`src/rtl/switch_reader.sv`:
```
// rtl/switch_reader.sv - debounced push-button capture of an 8-bit switch byte with valid/ack handshake
// Optional macro SWITCH_READER_OVERRUN_EN adds a sticky OVERRUN flag; otherwise OVERRUN is tied low.
module switch_reader #(
  parameter int DEBOUNCE_CYCLES = 4,
  parameter int CNT_W           = 16
) (
  input  logic       CLK,
  input  logic       RST,
  input  logic       SW7,
  input  logic       SW6,
  input  logic       SW5,
  input  logic       SW4,
  input  logic       SW3,
  input  logic       SW2,
  input  logic       SW1,
  input  logic       SW0,
  input  logic       BTN,
  input  logic       ACK,
  output logic [7:0] DATA,
  output logic       VALID,
  output logic [7:0] PRESS_COUNT,
  output logic       OVERRUN
);

  localparam logic [CNT_W-1:0] LAST = CNT_W'(DEBOUNCE_CYCLES - 1);
  localparam logic [CNT_W-1:0] ONE  = CNT_W'(1);

  typedef enum logic [1:0] {RELEASED, PRESS_CHK, PRESSED, RELEASE_CHK} state_t;

  logic [7:0]       sw_s1, sw_s2;
  logic             btn_s1, btn_s2;
  state_t           state;
  logic [CNT_W-1:0] count;
  logic             cap;

  always_ff @(posedge CLK or posedge RST) begin
    if (RST) begin
      sw_s1  <= 8'h00;
      sw_s2  <= 8'h00;
      btn_s1 <= 1'b0;
      btn_s2 <= 1'b0;
    end else begin
      sw_s1  <= {SW7, SW6, SW5, SW4, SW3, SW2, SW1, SW0};
      sw_s2  <= sw_s1;
      btn_s1 <= BTN;
      btn_s2 <= btn_s1;
    end
  end

  // cap is a registered one-cycle pulse; the output stage acts on it the following edge
  always_ff @(posedge CLK or posedge RST) begin
    if (RST) begin
      state <= RELEASED;
      count <= '0;
      cap   <= 1'b0;
    end else begin
      cap <= 1'b0;
      case (state)
        RELEASED: begin
          if (btn_s2) begin
            state <= PRESS_CHK;
            count <= ONE;
          end
        end
        PRESS_CHK: begin
          if (!btn_s2) begin
            state <= RELEASED;
            count <= '0;
          end else if (count == LAST) begin
            state <= PRESSED;
            count <= '0;
            cap   <= 1'b1;
          end else begin
            count <= count + ONE;
          end
        end
        PRESSED: begin
          if (!btn_s2) begin
            state <= RELEASE_CHK;
            count <= ONE;
          end
        end
        RELEASE_CHK: begin
          if (btn_s2) begin
            state <= PRESSED;
            count <= '0;
          end else if (count == LAST) begin
            state <= RELEASED;
            count <= '0;
          end else begin
            count <= count + ONE;
          end
        end
        default: begin
          state <= RELEASED;
          count <= '0;
        end
      endcase
    end
  end

  // A capture takes priority over a same-edge acknowledge
  always_ff @(posedge CLK or posedge RST) begin
    if (RST) begin
      DATA        <= 8'h00;
      VALID       <= 1'b0;
      PRESS_COUNT <= 8'h00;
    end else if (cap) begin
      DATA        <= sw_s2;
      VALID       <= 1'b1;
      PRESS_COUNT <= PRESS_COUNT + 8'd1;
    end else if (VALID && ACK) begin
      VALID <= 1'b0;
    end
  end

`ifdef SWITCH_READER_OVERRUN_EN
  logic ovr;

  always_ff @(posedge CLK or posedge RST) begin
    if (RST) begin
      ovr <= 1'b0;
    end else if (cap) begin
      if (VALID) ovr <= !ACK;
    end else if (VALID && ACK) begin
      ovr <= 1'b0;
    end
  end

  assign OVERRUN = ovr;
`else
  assign OVERRUN = 1'b0;
`endif

endmodule

```
`config.mk`:
```
export PLATFORM = sky130hd
export DESIGN_NAME = switch_reader
export DESIGN_NICKNAME = d
export VERILOG_FILES = /design/src/rtl/switch_reader.sv
export SDC_FILE = /design/constraint.sdc
export NUM_CORES = 1
export LEC_CHECK = 0
export CELL_PAD_IN_SITES_DETAIL_PLACEMENT = 1
export CELL_PAD_IN_SITES_GLOBAL_PLACEMENT = 2
export CORE_MARGIN = 4
export CORE_UTILIZATION = 25
export CTS_BUF_LIST = sky130_fd_sc_hd__clkbuf_8
export CTS_CLUSTER_DIAMETER = 30
export DETAILED_ROUTE_END_ITERATION = 10
export GPL_TIMING_DRIVEN = 0
export PLACE_DENSITY_LB_ADDON = 0.15
export SKIP_CTS_REPAIR_TIMING = 1
export SLEW_MARGIN = 40
export SYNTH_ARGS = -nofsm -noshare
export SYNTH_HDL_FRONTEND = slang
export SYNTH_SLANG_ARGS = --single-unit
```
`constraint.sdc`:
```
create_clock -name CLK -period 3.7 [get_ports CLK]
set_input_delay 0.555 -clock CLK [delete_from_list [all_inputs] [get_ports CLK]]
set_output_delay 0.555 -clock CLK [all_outputs]
set_load 0.005 [all_outputs]
```
## Yosys cells after proc, flatten, opt, wreduce, memory -nomap -nowiden

Cells that the tools add are included.

- Register bits after elaboration: 54
- Input bits: 12
- Output and inout bits: 18
- Word-level logic and storage cells: 43

- $add $sub $neg: 2
- Eq/ne operators: 8
- Muxes and demuxes: 18
- Reduce and logical (&&, ||, !) cells: 5

Operators with widths:

| operator | count |
|---|---|
| $mux W16 | 5 |
| $pmux W16 S4 | 1 |
| $add A16 B1 Y16 const B | 1 |
| $eq A16 B2 Y1 const B | 1 |
| $mux W2 | 6 |
| $add A8 B1 Y8 const B | 1 |
| $pmux W2 S4 | 1 |
| $ne A3 B3 Y1 const B | 2 |
| $mux W1 | 5 |
| $eq A2 B2 Y1 const B | 2 |
| $ne A2 B2 Y1 const B | 2 |
| $reduce_and A4 Y1 | 1 |
| $eq A2 B1 Y1 const B | 1 |
| $logic_not A2 Y1 | 1 |
| $reduce_and A2 Y1 | 1 |
| $reduce_bool A2 Y1 | 1 |
| $logic_and A1 B1 Y1 | 1 |

## Depth between registers and ports, before layout

- Word-level depth: 4
- Gate-level depth with buffers: 7
- Gate-level depth less buffers: 6

## Worst setup path after synthesis

Ideal clock, no wire load.

- Path type: register to register
- Start: register count[0]
- End: register count[7]
- Arrival time: 1716 ps
- Data required time: 3636 ps
- Setup slack: 1920 ps
- Stages on the path, launching flop included: 8
- Buffers on the path: 1
- Path through: dfrtp_1 -> ha_1 -> nor4b_2 -> and4_4 -> or2_4 -> buf_6 -> nor4_1 -> a21o_1

- Longest elaborated chain between the ends: 4

Ends and longest elaborated chain:

| element | RTL line | text |
|---|---|---|
| from (decl) | 33 | `logic [CNT_W-1:0] count;` |
| from (signal assigned) | 74 | `count <= count + ONE;` |
| from (signal assigned) | 91 | `count <= count + ONE;` |
| $add A16 B1 Y16 or $eq A16 B2 Y1 (tied branches) | - |  |
| $mux W16 * | 69, 87 |  |
| $mux W16, on equally long branches | 84, 66 |  |
| $pmux W16 S4 * | 58 | `case (state)` |

Every way passes the cells marked *; elsewhere a longest branch is shown, timed or not.
A chain may end at the register's enable or synchronous reset.

## Final worst setup path

- Start: register count[0]
- End: register count[6]

Same word-level chain as after synthesis.

==> impl_results.md <==
- Launching element type of the critical path: register
- Estimated wirelength of the detail-placed design: 3240 µm
- Yosys cell types: 36
- Critical Path End Type: register
- Maximum number of buffers from clock root to sink: 2
- Endpoint of the lowest-slack register-to-register path: count[6]$_DFFE_PP0P_
- Final ANT Viol Nets: 0
- Total leakage power: 1.18 nW
- Antenna diode count: 0
- Aggregate global routing overflow: 0
- Yosys synthesis warning count: 0
- Cells after Synth: 174
- Std-Cell Core Area: 0.00826 mm²
- Final hold viol count: 0
- Count of endpoints failing setup in the final report: 0
- Clock tree from TritonCTS: yes
- Highest fanout seen on the critical path: 10
- Power density over the cells: 571 mW/mm²
- Number of detailed-routing iterations run before antenna repair: 3
- Number of nets in the layout: 224
- Fraction of layout instances using a drive strength above 1: 0.142
- Share of the clock period used by the worst path after layout: 0.544
- Per-cell via count in the routed design: 4.63
- Die Area: 0.0101 mm²
- Number of DRC markers in iteration 0: 47
- Detailed-route wire length: 4510 µm
- Global-route wire length before repair: 7950 µm
- Number of antenna violations at the first check in global routing: 0
- Hold Path Stages: 0
- Vert. Die Dim: 100 µm
- Buffer type at the clock tree root: clkbuf_8
- DRC viols: 0
- Start of the worst register-to-register path: count[0]$_DFFE_PP0P_
- Share of the yosys chip area belonging to registers: 0.634
- Overall fraction of global-route tracks in use: 0.0992
- Reg2Reg Depth: 7
- Pin count of the biggest net entering global routing: 36
- Area added between synthesis and finish: 25.9%
- Fin. max-slew vios: 0
- Total placed cells including tap cells: 308
- Largest clock skew in the final design: 0.00835 ns
- Final RePlAce weighted congestion: 0.723
- Critical Path RT: 3.94 ns
- Max-cap violations: 0
- Total via count after detailed routing: 1462
- Number of global-route vias before repair: 1580
- Mean instance size in the synthesized netlist: 12.3 µm²
- Outcome: finished, final reports clean
- Final cell count without fillers: 316
- Num CTS Buffers: 5
- Slew Limit Headroom: 0.603
- Clock transition at the registers of the reported paths: 0.11 ns
- Number of H-tree levels: 2
- Top-level port count: 30
- I/O Buffers: 28
- Critical setup path kind: register to register
- Routed length per instance: 14.3 µm
- Hold Crit Class: register to register
- Critical Path AT: 2.25 ns
- Transition at the pin with the smallest max-transition slack: 0.593 ns
- Effective utilization at floorplan: 0.258
- Cell area after synthesis: 0.00213 mm²
- Min Clock Period, post-route: 2.01 ns
- Synthesized net count: 188
- Worst-case register-to-register setup slack: 1.69 ns
- Number of sinks handled by clock tree synthesis: 54
- Crit path from: count[0]$_DFFE_PP0P_
- Layout filler cell count: 921
- Setup repair after global routing missed its margin: no
- Peak supply drop: 0.199 mV
- Flop and latch count out of synthesis: 54
- Die Span X: 100 µm
- Clock Latency Late Sink: 0.32 ns
- Standard-cell row count: 33
- Max Freq: 496 MHz
- Setup TNS after final layout: 0 ns
- Core Util, Final: 0.325
- End of the critical path: count[6]$_DFFE_PP0P_
## registers in the layout, indices dropped and copies added, names as in the netlist, 8 cells and up, named ones only
signal,count
count,16
DATA,8
PRESS_COUNT,8
sw_s1,8
sw_s2,8
## stage by stage
stage	hold WS [ns]	total power [mW]	worst slack [ns]	area [µm²]
CTS	0.362	1.56	1.65	2680
floorplan	0.331	0.957	1.83	2130
global route	0.364	1.63	1.51	2680
finish	0.363	1.53	1.69	2680
global placement	0.331	1.12	0.849	2540
detailed placement	0.337	1.14	1.67	2570
## routing by layer
| metal | vias up | track usage | routed length [µm] |
|---|---|---|---|
| li1 | 685 | - | - |
| met2 | 18 | 0.165 | 2240 |
| met4 | 0 | 0.0342 | 70 |
| met5 | - | 0 | 0 |
| met1 | 753 | 0.125 | 2050 |
| met3 | 6 | 0.0257 | 149 |
## layout make-up
type | instances | area [µm²] | share of cell area
sequential | 54 | 1350 | 0.503
clock buffer | 5 | 68.8 | 0.0256
clock inverter | 3 | 48.8 | 0.0182
tap | 105 | 131 | 0.0490
inverter | 3 | 13.8 | 0.00513
multi-input combinational | 112 | 736 | 0.274
buffer | 5 | 33.8 | 0.0126
timing repair buffer | 29 | 300 | 0.112
## where the power goes
part	internal, mW	switching, mW	total, mW
clock network	0.207	0.211	0.418
logic	0.201	0.203	0.404
registers	0.658	0.0529	0.711
## cell usage after synthesis (all sizes together)
cell	number	area (µm²)
nor4b	1	15.0
nor3	7	35.0
inv	3	11.3
a22o	2	17.5
or3	2	13.8
conb	1	3.75
mux2	10	113
o21ai	9	45.0
nand2	16	60.1
nor3b	1	7.51
o21a	2	15.0
dfrtp	54	1350
and4	1	11.3
buf	5	33.8
a31oi	6	37.5
and4b	1	11.3
nand3	7	35.0
or2	3	21.3
and3	2	12.5
nor2	10	37.5
nand4	4	31.3
o22a	1	8.76
a21oi	5	25.0
xor2	4	35.0
ha	2	25.0
xnor2	5	43.8
a21o	5	37.5
a41oi	1	8.76
nor4	3	18.8
mux2i	1	10.0
## placed cells by master, fill, tap and decap left out, drive strengths merged, types with 5 or more instances in the layout
master,netlist,layout
clkbuf,0,5
mux2,10,10
buf,5,6
o21ai,9,9
a21o,5,5
nor3,7,7
nand3,7,7
dfrtp,54,54
xnor2,5,5
a21oi,5,5
nand2,16,16
nor2,10,10
a31oi,6,6
clkdlybuf4s50,0,28
## worst min path at each step
stage / start / to / slack [ns]
after floorplan: btn_s1$_DFF_PP0_ / btn_s2$_DFF_PP0_ / 0.33
after global placement: sw_s1[1]$_DFF_PP0_ / sw_s2[1]$_DFF_PP0_ / 0.33
after detailed placement: sw_s1[6]$_DFF_PP0_ / sw_s2[6]$_DFF_PP0_ / 0.34
after CTS: sw_s1[3]$_DFF_PP0_ / sw_s2[3]$_DFF_PP0_ / 0.36
after global routing: sw_s1[3]$_DFF_PP0_ / sw_s2[3]$_DFF_PP0_ / 0.36
final: sw_s1[0]$_DFF_PP0_ / sw_s2[0]$_DFF_PP0_ / 0.36
## kinds of logic after synthesis
| group | Yosys count | share of synthesized area |
|---|---|---|
| AND/OR/NAND/NOR | 58 | 0.146 |
| flip-flops | 54 | 0.634 |
| AO/OA/AOI/OAI | 31 | 0.0916 |
| multiplexers | 11 | 0.0575 |
| XOR/XNOR | 9 | 0.0370 |
| buffers and inverters | 8 | 0.0211 |
| adder cells (fa/ha/maj) | 2 | 0.0117 |
| other | 1 | 0.00176 |
## critical path: stages, from the launching register on
cell and delay (ns):
dfrtp_1 0.42, ha_1 0.29, nor4b_2 0.19, and4_4 0.21, nor2_1 0.30, buf_4 0.25
o21ai_0 0.10, a31oi_1 0.17
Note: power is estimated with default switching activity, not from simulation.
